[src/rtl/display_scan.sv]
// Time-multiplexed N-digit segment driver with frame shadow buffer, blank/blink, PWM brightness and dead time.
// Outputs are registered: pins in cycle t+1 reflect counter/shadow state of cycle t; no backpressure.
module display_scan #(
    parameter int NUM_DIGITS     = 8,
    parameter int SEG_W          = 7,
    parameter int SCAN_DIV       = 1350,
    parameter int DEAD_TICKS     = 2,
    parameter int BRIGHT_W       = 3,
    parameter int BLINK_DIV      = 64,
    parameter int SEG_ACTIVE_LOW = 1,
    parameter int SEL_ACTIVE_LOW = 0
) (
    input  logic                        i_clk,
    input  logic                        i_rst,
    input  logic                        i_enable,
    input  logic [NUM_DIGITS*SEG_W-1:0] i_frame_in,
    input  logic [NUM_DIGITS-1:0]       i_blank_mask,
    input  logic [NUM_DIGITS-1:0]       i_blink_mask,
    input  logic [BRIGHT_W-1:0]         i_brightness,
    output logic [SEG_W-1:0]            o_seg_out,
    output logic [NUM_DIGITS-1:0]       o_sel_out,
    output logic                        o_frame_start
);
    localparam int TW = $clog2(SCAN_DIV);
    localparam int IW = $clog2(NUM_DIGITS);
    localparam int FW = (BLINK_DIV > 1) ? $clog2(BLINK_DIV) : 1;
    localparam int PW = TW + BRIGHT_W + 1;

    localparam logic [TW-1:0]         TICK_LAST = TW'(SCAN_DIV - 1);
    localparam logic [IW-1:0]         IDX_LAST  = IW'(NUM_DIGITS - 1);
    localparam logic [FW-1:0]         FC_LAST   = FW'(BLINK_DIV - 1);
    localparam logic [PW-1:0]         DEAD      = PW'(DEAD_TICKS);
    localparam logic [SEG_W-1:0]      SEG_OFF   = (SEG_ACTIVE_LOW != 0) ? '1 : '0;
    localparam logic [NUM_DIGITS-1:0] SEL_OFF   = (SEL_ACTIVE_LOW != 0) ? '1 : '0;

    typedef enum logic {S_IDLE, S_SCAN} state_t;

    state_t                      r_state;
    logic [TW-1:0]               r_tick;
    logic [IW-1:0]               r_idx;
    logic [FW-1:0]               r_frame_cnt;
    logic                        r_blink_ph;
    logic [NUM_DIGITS*SEG_W-1:0] r_sh_frame;
    logic [NUM_DIGITS-1:0]       r_sh_blank;
    logic [NUM_DIGITS-1:0]       r_sh_blink;
    logic                        r_sh_ph;
    logic [PW-1:0]               r_sh_on;
    logic [SEG_W-1:0]            r_seg;
    logic [NUM_DIGITS-1:0]       r_sel;
    logic                        r_fs;

    logic                        w_load;
    logic [PW-1:0]               w_prod;
    logic [PW-1:0]               w_on_new;
    logic [NUM_DIGITS*SEG_W-1:0] w_frame;
    logic [NUM_DIGITS-1:0]       w_blank;
    logic [NUM_DIGITS-1:0]       w_blink;
    logic                        w_ph;
    logic [PW-1:0]               w_on;
    logic [PW-1:0]               w_tick_ext;
    logic                        w_lit;
    logic [SEG_W-1:0]            w_seg_act;
    logic [NUM_DIGITS-1:0]       w_sel_act;

    assign w_load   = i_enable && (r_tick == '0) && (r_idx == '0);
    assign w_prod   = (PW'(i_brightness) + PW'(1)) * PW'(SCAN_DIV);
    assign w_on_new = w_prod >> BRIGHT_W;

    // On a load cycle the freshly captured values already govern this slot.
    assign w_frame = w_load ? i_frame_in   : r_sh_frame;
    assign w_blank = w_load ? i_blank_mask : r_sh_blank;
    assign w_blink = w_load ? i_blink_mask : r_sh_blink;
    assign w_ph    = w_load ? r_blink_ph   : r_sh_ph;
    assign w_on    = w_load ? w_on_new     : r_sh_on;

    assign w_tick_ext = PW'(r_tick);
    assign w_lit = i_enable && (w_tick_ext >= DEAD) && (w_tick_ext < w_on)
                   && !w_blank[r_idx] && !(w_blink[r_idx] && w_ph);

    assign w_seg_act = w_lit ? w_frame[r_idx*SEG_W +: SEG_W] : '0;
    assign w_sel_act = w_lit ? (NUM_DIGITS'(1) << r_idx) : '0;

    always_ff @(posedge i_clk) begin
        if (i_rst) begin
            r_state     <= S_IDLE;
            r_tick      <= '0;
            r_idx       <= '0;
            r_frame_cnt <= '0;
            r_blink_ph  <= 1'b0;
            r_sh_frame  <= '0;
            r_sh_blank  <= '0;
            r_sh_blink  <= '0;
            r_sh_ph     <= 1'b0;
            r_sh_on     <= '0;
            r_seg       <= SEG_OFF;
            r_sel       <= SEL_OFF;
            r_fs        <= 1'b0;
        end else begin
            r_seg <= w_seg_act ^ SEG_OFF;
            r_sel <= w_sel_act ^ SEL_OFF;
            r_fs  <= w_load;

            case (r_state)
                S_IDLE:  if (i_enable)  r_state <= S_SCAN;
                S_SCAN:  if (!i_enable) r_state <= S_IDLE;
                default: r_state <= S_IDLE;
            endcase

            if (i_enable) begin
                if (w_load) begin
                    r_sh_frame <= i_frame_in;
                    r_sh_blank <= i_blank_mask;
                    r_sh_blink <= i_blink_mask;
                    r_sh_ph    <= r_blink_ph;
                    r_sh_on    <= w_on_new;
                end
                if (r_tick == TICK_LAST) begin
                    r_tick <= '0;
                    if (r_idx == IDX_LAST) begin
                        r_idx <= '0;
                        if (r_frame_cnt == FC_LAST) begin
                            r_frame_cnt <= '0;
                            r_blink_ph  <= ~r_blink_ph;
                        end else begin
                            r_frame_cnt <= r_frame_cnt + FW'(1);
                        end
                    end else begin
                        r_idx <= r_idx + IW'(1);
                    end
                end else begin
                    r_tick <= r_tick + TW'(1);
                end
            end
        end
    end

    assign o_seg_out     = r_seg;
    assign o_sel_out     = r_sel;
    assign o_frame_start = r_fs;
endmodule

[config.mk]
export PLATFORM = sky130hd
export DESIGN_NAME = display_scan
export DESIGN_NICKNAME = d
export VERILOG_FILES = /design/src/rtl/display_scan.sv
export SDC_FILE = /design/constraint.sdc
export NUM_CORES = 1
export LEC_CHECK = 0
export BUFFER_PORTS_ARGS = -buffer_cell sky130_fd_sc_hd__buf_2
export CAP_MARGIN = 20
export CELL_PAD_IN_SITES_DETAIL_PLACEMENT = 2
export CELL_PAD_IN_SITES_GLOBAL_PLACEMENT = 2
export CORE_UTILIZATION = 38
export CTS_BUF_LIST = sky130_fd_sc_hd__clkbuf_16
export DETAILED_ROUTE_END_ITERATION = 16
export GPL_TIMING_DRIVEN = 0
export HOLD_SLACK_MARGIN = 0.05
export PLACE_DENSITY_LB_ADDON = 0.1
export SETUP_SLACK_MARGIN = 0.5
export SLEW_MARGIN = 20
export SYNTH_ARGS = -nofsm -noshare
export SYNTH_HDL_FRONTEND = slang
export SYNTH_SLANG_ARGS = --single-unit
export TNS_END_PERCENT = 20
[constraint.sdc]
create_clock -name i_clk -period 13.58 [get_ports i_clk]
set_input_delay 1.358 -clock i_clk [delete_from_list [all_inputs] [get_ports i_clk]]
set_output_delay 1.358 -clock i_clk [all_outputs]
set_load 0.01 [all_outputs]
==> flow_summary.json <==
{
  "status": "completed",
  "ctsLongestPathBuffers": 2,
  "syn_inst": 592,
  "slew_headroom": 0.397,
  "combPwrFrac": 0.153,
  "routed_wirelength_um": 17500,
  "drive_above_1_share": 0.218,
  "path_cells": "buf_1, inv_2, clkbuf_2, ha_1, nand4b_1, nor4_4, buf_4, buf_4, clkbuf_1, nand2_1, o21ai_0, ha_1, and3_1, o21ai_0, a21oi_1, a211o_1, o211a_1, a211oi_2, nand2_1",
  "cts_tree": "yes",
  "syn_area_per_cell_um2": 9.90,
  "cts_root_buf": "clkbuf_16",
  "static-leakage-power_nw": 3.11,
  "worstSetupEndpointType": "flip-flop",
  "clock_sinks": 125,
  "portBuffers": 91,
  "hold_path_class": "flip-flop to flip-flop",
  "worst-endpoint-required_ns": 13.84,
  "final_period_minus_worst_setup_slack_ns": 6.06,
  "cp-start-kind": "flip-flop",
  "synthFlopType": "dfxtp_1",
  "p_clk_frac": 0.435,
  "finalSetupViolations": 0,
  "ctsHoldBuffers": 0,
  "ys_seq_area_frac": 0.427,
  "vias_per_cell": 5.23,
  "regArea_mm2": 0.00250,
  "cp_max_fo": 11,
  "dieArea_mm2": 0.0159,
  "coreArea_mm2": 0.0151,
  "rsz0062_at_grt": "false",
  "ir_drop_uv": 89.9,
  "p_per_area_mw_per_mm2": 136,
  "p_int_uw": 716,
  "wire_per_inst_um": 19.4,
  "ioPinCount": 94,
  "drtPass1Iterations": 4,
  "synth_area_mm2": 0.00586,
  "hold_ws_ns": 0.456,
  "ctsResizeCount": 0,
  "design_area_mm2": 0.00709,
  "pre_cts_slack_ns": 6.93,
  "grt_max_degree": 17,
  "drc": 0,
  "cts_htree_levels": 4,
  "p_sw_frac": 0.258,
  "grt_pass1_vias": 5187,
  "power_frac_seq": 0.412,
  "yosysWarnings": 0,
  "synth_top_area_cell": "dfxtp_1",
  "clkTransAtPathRegs_ns": 0.05,
  "cts_setup_buffers": 0,
  "grt.total_usage": 0.233,
  "post-route-period-util": 0.446,
  "fmax_mhz": 165,
  "grt_antenna_before_repair": 1,
  "clock_skew_ns": 0.0110,
  "diodes": 0,
  "p_sw_uw": 249,
  "hold_viol": 0,
  "maxCapViolCount": 0,
  "synth_edf_count": 0,
  "area_growth_pct": 20.9,
  "report.final.slew_viol_count": 0,
  "dpl.hpwl_um": 12900,
  "gp_congestion": 0.811,
  "multiInputGateArea_mm2": 0.00315,
  "grt_pass1_wl_um": 28000,
  "fp.dieH_um": 126,
  "critPathKind": "flip-flop to flip-flop",
  "synth_nets": 706,
  "place_area_mm2": 0.00655,
  "cpPeakStageDelay_ns": 0.55,
  "cp_slowest_cell": "nor4_4",
  "grt_remaining_overflow": 0,
  "async_flop_share": 0,
  "synth-seq-cells": 125,
  "ant_nets": 0,
  "nNetsFinal": 816,
  "synth_top_area_share": 0.427,
  "synthDistinctLibCells": 56,
  "yosys-top-cells-area": "dfxtp_1 (43%), mux2i_1 (13%), ha_1 (7.7%)",
  "setup_tns_ns": 0,
  "die_w_um": 126,
  "start_util": 0.387,
  "max_slew.worst_pin.slew_ns": 0.904,
  "via_count": 4710,
  "setup_slack_ns": 7.52,
  "n_fill_cell": 1646,
  "cts_inserted_buffers": 17,
  "rows": 45,
  "cp.arrival_ns": 6.32,
  "drt-initial-drc-count": 85,
  "worstSkewPairLatency_ns": 0.42
}
cell usage in the layout, fill, tap and decap left out, types with 3 or more instances in the layout:
cell         n
a211oi_1     3
a21o_1       7
a21oi_1     17
and2_1       6
and3_1       3
buf_2       91
buf_4        7
clkbuf_1    20
clkbuf_16   17
clkinv_1     4
clkinv_2     3
dfxtp_1    125
ha_1        36
inv_1       13
mux2_2       4
mux2i_1     76
mux4_2      16
nand2_1     45
nand2b_1     3
nand3_1      7
nand4_1      7
nor2_1     117
nor2b_1      4
nor3_1       3
o21ai_0      8
or2_2        3
or3_1        3
xnor2_1      7
xor2_1      16
power groups by stage:
stage / Combinational (mW) / Clock (mW) / Sequential, mW
2_1_floorplan: 0.101 / 0 / 0.402
3_3_place_gp: 0.141 / 0 / 0.403
3_5_place_dp: 0.148 / 0 / 0.405
4_1_cts: 0.151 / 0.428 / 0.398
5_1_grt: 0.164 / 0.444 / 0.399
6_report: 0.147 / 0.420 / 0.397
per-stage QoR:
stage	util	instances	power, mW
final	0.468	900	0.965
after CTS	0.468	900	0.976
after floorplan	-	592	0.503
after global routing	0.468	900	1.01
after global placement	0.432	871	0.544
after detailed placement	0.432	871	0.553
worst max-delay path, delay by kind of cell (launching register included):
kind	cells	cell delay, ns
AND/OR/NAND/NOR	5	1.23
adder cells (fa/ha/maj)	2	0.60
AO/OA/AOI/OAI	6	1.49
flip-flops	1	0.37
buffers and inverters	6	2.19
path summary, 6_finish.rpt:
kind                           start                      end  slack, ns  cells past startpoint
min reg2reg  r_sh_on[9]$_SDFFE_PP0P_  r_sh_on[9]$_SDFFE_PP0P_       0.46                      2
min          r_sh_on[9]$_SDFFE_PP0P_  r_sh_on[9]$_SDFFE_PP0P_       0.46                      2
max            r_idx[1]$_SDFFE_PP0P_  o_seg_out[2]$_SDFF_PP1_       7.52                     19
max reg2reg    r_idx[1]$_SDFFE_PP0P_  o_seg_out[2]$_SDFF_PP1_       7.52                     19
final cells by class:
| cell class | count | area share |
|---|---|---|
| clock buffer | 17 | 0.0600 |
| buffer | 32 | 0.0230 |
| clock inverter | 12 | 0.0154 |
| sequential | 125 | 0.353 |
| inverter | 13 | 0.00689 |
| timing repair buffer | 91 | 0.0643 |
| tap | 188 | 0.0332 |
| multi-input combinational | 422 | 0.444 |
sequential cells by signal (all words and copies together) (netlist names):
signal	cells
r_sh_frame	56
r_sh_on	15
r_tick	11
o_sel_out	8
r_sh_blank	8
r_sh_blink	8
o_seg_out	7
r_frame_cnt	6
r_idx	3
o_frame_start	1
r_blink_ph	1
r_sh_ph	1
cell families (layout without fill, tap and decap cells):
family                   Yosys count  in the layout  share of synthesized area
AO/OA/AOI/OAI                     54             54                     0.0617
XOR/XNOR                          24             24                     0.0382
adder cells (fa/ha/maj)           36             36                     0.0769
buffers and inverters             45            165                     0.0359
flip-flops                       125            125                      0.427
multiplexers                      96             96                      0.199
AND/OR/NAND/NOR                  212            212                      0.161
cell usage after synthesis, drive strengths merged (8+ instances only):
cell    instances
ha             36
buf            12
dfxtp         125
a21oi          17
mux4           16
nor2          117
xor2           16
mux2i          76
o21ai           8
clkbuf         20
nand2          45
inv            12
layer usage:
layer / vias up / track usage / part of all wire
met5: - / 0 / 0.00097
met4: 2 / 0.0588 / 0.011
met3: 16 / 0.0565 / 0.036
met2: 80 / 0.422 / 0.52
met1: 2351 / 0.273 / 0.43
li1: 2261 / - / -
(Power assumes the default switching activity.)
